`src/rtl/branch_predictor.sv`:
```
// Direct-mapped BTB with saturating direction counters for IF-stage fetch prediction.
// Ports: CLK/nRST, lookup_* -> pred_*, upd_* training, clear, lookup_cnt/mispredict_cnt.
module branch_predictor #(
  parameter int ENTRIES = 16,
  parameter int CTR_W   = 2,
  parameter int PERF_W  = 32
) (
  input  logic              CLK,
  input  logic              nRST,
  input  logic              lookup_en,
  input  logic [31:0]       lookup_pc,
  output logic              pred_hit,
  output logic              pred_taken,
  output logic [31:0]       pred_target,
  input  logic              upd_en,
  input  logic [31:0]       upd_pc,
  input  logic              upd_taken,
  input  logic [31:0]       upd_target,
  input  logic              upd_mispredict,
  input  logic              clear,
  output logic [PERF_W-1:0] lookup_cnt,
  output logic [PERF_W-1:0] mispredict_cnt
);

  localparam int IDX_W = $clog2(ENTRIES);
  localparam int TAG_W = 30 - IDX_W;

  localparam logic [CTR_W-1:0] CTR_ONE = CTR_W'(1);
  localparam logic [CTR_W-1:0] CTR_MAX = '1;
  localparam logic [CTR_W-1:0] CTR_WNT = CTR_W'(1);
  localparam logic [CTR_W-1:0] CTR_WT  =
    {1'b1, {(CTR_W-1){1'b0}}};
  localparam logic [PERF_W-1:0] PERF_ONE = PERF_W'(1);

  logic [ENTRIES-1:0] valid_q;
  logic [TAG_W-1:0]   tag_q [ENTRIES];
  logic [29:0]        tgt_q [ENTRIES];
  logic [CTR_W-1:0]   ctr_q [ENTRIES];

  logic [IDX_W-1:0] l_idx;
  logic [TAG_W-1:0] l_tag;
  logic [IDX_W-1:0] u_idx;
  logic [TAG_W-1:0] u_tag;
  logic             u_hit;

  // Low PC/target bits are word-offset only.
  logic unused_bits;
  assign unused_bits =
    ^{lookup_pc[1:0], upd_pc[1:0], upd_target[1:0]};

  assign l_idx = lookup_pc[IDX_W+1:2];
  assign l_tag = lookup_pc[31:IDX_W+2];
  assign u_idx = upd_pc[IDX_W+1:2];
  assign u_tag = upd_pc[31:IDX_W+2];

  // No bypass: lookups see state as of the last edge.
  always_comb begin
    pred_hit    = valid_q[l_idx] && (tag_q[l_idx] == l_tag);
    pred_taken  = pred_hit && ctr_q[l_idx][CTR_W-1];
    pred_target = pred_hit ? {tgt_q[l_idx], 2'b00} : 32'h0;
  end

  assign u_hit = valid_q[u_idx] && (tag_q[u_idx] == u_tag);

  always_ff @(posedge CLK or negedge nRST) begin
    if (!nRST) begin
      valid_q <= '0;
      for (int i = 0; i < ENTRIES; i++) begin
        tag_q[i] <= '0;
        tgt_q[i] <= '0;
        ctr_q[i] <= CTR_WNT;
      end
    end else if (clear) begin
      valid_q <= '0;
      for (int i = 0; i < ENTRIES; i++) begin
        ctr_q[i] <= CTR_WNT;
      end
    end else if (upd_en) begin
      if (u_hit) begin
        if (upd_taken) begin
          if (ctr_q[u_idx] != CTR_MAX)
            ctr_q[u_idx] <= ctr_q[u_idx] + CTR_ONE;
          tgt_q[u_idx] <= upd_target[31:2];
        end else if (ctr_q[u_idx] != '0) begin
          ctr_q[u_idx] <= ctr_q[u_idx] - CTR_ONE;
        end
      end else if (upd_taken) begin
        // Allocation evicts whatever aliased here.
        valid_q[u_idx] <= 1'b1;
        tag_q[u_idx]   <= u_tag;
        tgt_q[u_idx]   <= upd_target[31:2];
        ctr_q[u_idx]   <= CTR_WT;
      end
    end
  end

  always_ff @(posedge CLK or negedge nRST) begin
    if (!nRST) begin
      lookup_cnt     <= '0;
      mispredict_cnt <= '0;
    end else begin
      if (lookup_en && !(&lookup_cnt))
        lookup_cnt <= lookup_cnt + PERF_ONE;
      if (upd_en && upd_mispredict && !(&mispredict_cnt))
        mispredict_cnt <= mispredict_cnt + PERF_ONE;
    end
  end

endmodule

```
`config.mk`:
```
export PLATFORM = sky130hd
export DESIGN_NAME = branch_predictor
export DESIGN_NICKNAME = d
export VERILOG_FILES = /design/src/rtl/branch_predictor.sv
export SDC_FILE = /design/constraint.sdc
export NUM_CORES = 2
export LEC_CHECK = 0
export CORE_AREA = 2 2 360 291
export DETAILED_ROUTE_END_ITERATION = 6
export DIE_AREA = 0 0 362 293
export GPL_ROUTABILITY_DRIVEN = 0
export PLACE_DENSITY = 0.67
export SYNTH_ARGS = -nofsm -noshare
export SYNTH_HDL_FRONTEND = slang
export SYNTH_SLANG_ARGS = --single-unit
```
`constraint.sdc`:
```
create_clock -name CLK -period 12.96 [get_ports CLK]
set_clock_uncertainty 0.15 [all_clocks]
set_input_delay 3.888 -clock CLK [delete_from_list [all_inputs] [get_ports CLK]]
set_output_delay 3.888 -clock CLK [all_outputs]
set_load 0.1 [all_outputs]
```
==> results.json <==
{
  "r2r_cells": 10,
  "htree_levels": 3,
  "yosysUniqueCellTypes": 71,
  "slowest_delay_ns": 0.55,
  "grt_pass1_wl_microns": 210000,
  "finalInstanceArea_sq_mm": 0.0574,
  "r2r_start": "tag_q[20]",
  "postCtsHoldBufs": 0,
  "setup_viol": 0,
  "hold_path_class": "reg2reg",
  "max_freq_mhz": 84.4,
  "via_count": 30700,
  "multiInputGateArea_sq_mm": 0.0242,
  "ir_drop_v": 0.000193,
  "path_buf_inv": 4,
  "p_sw_w": 0.00221,
  "avgSynthCellArea_sq_um": 15.2,
  "wl_per_cell_microns": 28.7,
  "slowest_stage": "mux4_2",
  "synth-simple-area-share_pct": 3.99,
  "p_int_w": 0.00601,
  "final_nets": 3499,
  "synth_compound_area_share_pct": 1.87,
  "drv_slew": 0,
  "arrival_ns": 7.81,
  "sequentialPowerShare_pct": 46.2,
  "comb_power_share_pct": 16.8,
  "clk_latency_ns": 0.70,
  "slew_headroom_pct": 23.2,
  "synth-adder-area-share_pct": 0.0983,
  "clkTransAtPathRegs_ns": 0.06,
  "fp-row-count": 105,
  "ys_seq_elements": 1008,
  "switching_share_pct": 26.8,
  "synth-edff-count": 0,
  "finalCritPeriodShare_pct": 91.4,
  "dp_cells": 4625,
  "die_area_sq_mm": 0.106,
  "fillers": 7878,
  "cts_tree": "done",
  "r2r_end": "tag_q[346]",
  "drc": 0,
  "yosysSeqAreaShare_pct": 49.6,
  "die_h_microns": 293,
  "synth_ff_type": "dfrtp_1",
  "period_needed_ns": 11.85,
  "start_util_pct": 49.9,
  "cap_viol_max_count": 0,
  "antenna_found_initial": 10,
  "critPathMaxFanout": 56,
  "crit_chain": "buf_8 > buf_4 > mux4_2 > mux4_2 > xnor2_1 > nand4_1 > nor4_2 > buf_4 > and3_1 > buf_12",
  "synth_xor_area_share_pct": 2.00,
  "dp_hpwl_microns": 81700,
  "clkSinkCount": 1008,
  "pwr_density_cell_mw_per_mm2": 143,
  "num_io_pins": 201,
  "routed_wl_microns": 138000,
  "synthMuxAreaShare_pct": 39.3,
  "clk_path_buf_depth": 3,
  "tns_ns": 0,
  "port_buffers": 192,
  "worstSetupEndpointType": "output port",
  "fin_util_pct": 56.2,
  "rsz0062_at_grt": "false",
  "yosysWarnings": 0,
  "dpl_cell_area_sq_mm": 0.0539,
  "syn_area_sq_mm": 0.0509,
  "drt_iter0_drc": 2774,
  "grt_remaining_overflow": 0,
  "final_cells": 4818,
  "ant_nets": 0,
  "syn_inst": 3342,
  "crit_path_start_kind": "primary input",
  "track_usage_pct": 26.4,
  "post-cts-setup-buffers": 0,
  "drive_gt1_share_pct": 46.5,
  "regArea_sq_mm": 0.0252,
  "holdPathStages": 1,
  "tightest_slew_ns": 1.15,
  "reg2reg_slack_ns": 8.01,
  "clkPwrFrac_pct": 36.9,
  "drt-pass1-iter-count": 5,
  "vias_per_cell": 6.37,
  "grt_start_max_net_pins": 204,
  "fp.dieW_microns": 362,
  "async_flop_share_pct": 100,
  "worstSetupPathType": "in2out",
  "worstPathRequired_ns": 8.92,
  "cts-buffers-inserted": 102,
  "grt_pass1_vias": 32700,
  "core_area_sq_mm": 0.102,
  "synth_top_family_by_area": "multiplexers",
  "syn_to_final_growth_pct": 12.7,
  "outcome": "completed",
  "cts_resized": 0,
  "finalHoldViolations": 0,
  "total_power_w": 0.00822,
  "hold_start": "mispredict_cnt[31]",
  "crit_family": "buffers and inverters",
  "p_leak_nw": 26.0,
  "clockRootBuffer": "clkbuf_16",
  "holdPathEnd": "mispredict_cnt[31]"
}
==> area by class of cell <==
type	count	area share [%]
sequential	1008	44.0
multi-input combinational	2008	42.1
clock buffer	152	5.27
timing repair buffer	253	4.84
tap	1337	2.92
clock inverter	33	0.709
inverter	19	0.124
antenna	8	0.0349
==> logic make-up after synthesis <==
family	count (synthesis)
xor+xnor	116
simple gates	368
compound gates	122
flops	1008
fa+ha+maj	4
other cells	1
buf+inv	327
mux	1396
==> cells in the final DEF, fill, tap and decap left out, drive strengths merged, types with 5 or more instances in the layout <==
master | Yosys | final
dfrtp | 992 | 992
mux2 | 910 | 910
mux4 | 377 | 377
clkbuf | 182 | 153
clkdlybuf4s50 | 0 | 152
mux2i | 109 | 109
buf | 126 | 100
xnor2 | 89 | 89
nor2 | 87 | 87
nand2 | 60 | 60
and3 | 56 | 56
nand3 | 37 | 37
nand4 | 31 | 31
a21oi | 30 | 30
xor2 | 27 | 27
nor3 | 26 | 26
nand2b | 25 | 25
inv | 19 | 22
a22oi | 21 | 21
clkinv | 0 | 20
dfstp | 16 | 16
o22ai | 13 | 13
nor4 | 13 | 13
diode | 0 | 8
nor2b | 8 | 8
a221oi | 7 | 7
bufinv | 0 | 7
a32oi | 7 | 7
a22o | 6 | 6
and4 | 6 | 6
a32o | 5 | 5
a211oi | 5 | 5
==> power by group through the flow <==
stage | sequential [W] | combinational (W) | clock [W]
5_1_grt | 0.00384 | 0.00147 | 0.00323
3_3_place_gp | 0.00380 | 0.00134 | 0
4_1_cts | 0.00379 | 0.00139 | 0.00309
2_1_floorplan | 0.00389 | 0.000895 | 0
6_report | 0.00380 | 0.00138 | 0.00303
3_5_place_dp | 0.00385 | 0.00139 | 0
==> routing by layer <==
metal	up-vias	share of wire [%]	GRT usage, %
met5	-	0.026	0
met4	6	2.6	7.48
met2	1108	48	42.3
met3	236	7.2	5.26
li1	12700	-	-
met1	16600	42	36.9
==> registers in the layout (all words and copies together) (netlist names) <==
name / count
valid_q: 16
tag_q: 416
ctr_q: 32
mispredict_cnt: 32
lookup_cnt: 32
tgt_q: 480
==> through the flow <==
step / setup slack (ns) / hold WS, ns
floorplan: 1.39 / 0.323
global placement: 1.14 / 0.330
detailed placement: 1.06 / 0.340
CTS: 1.07 / 0.351
global route: 0.849 / 0.364
finish: 1.11 / 0.348
==> worst max path at each step <==
stage	start	cells after the start	endpoint	slack [ns]
2_1_floorplan	lookup_pc[2]	10	pred_target[22]	1.39
3_3_place_gp	lookup_pc[2]	10	pred_target[15]	1.14
3_5_place_dp	lookup_pc[2]	10	pred_target[11]	1.06
4_1_cts	lookup_pc[2]	10	pred_target[11]	1.07
5_1_grt	lookup_pc[2]	10	pred_target[11]	0.85
6_report	lookup_pc[2]	10	pred_target[11]	1.11
==> Yosys cell counts, types with 30 or more instances <==
cell type	n	area, sq um
dfrtp_1	992	24800
nor2_1	87	327
mux2i_1	109	1090
buf_1	39	146
mux4_2	375	8450
nand4_1	31	194
mux2_2	870	9800
nand3_1	30	150
mux2_4	40	601
and3_1	56	350
clkbuf_1	182	683
buf_2	32	160
a21oi_1	30	150
nand2_1	55	206
xnor2_1	89	780
(Power assumes the default switching activity.)
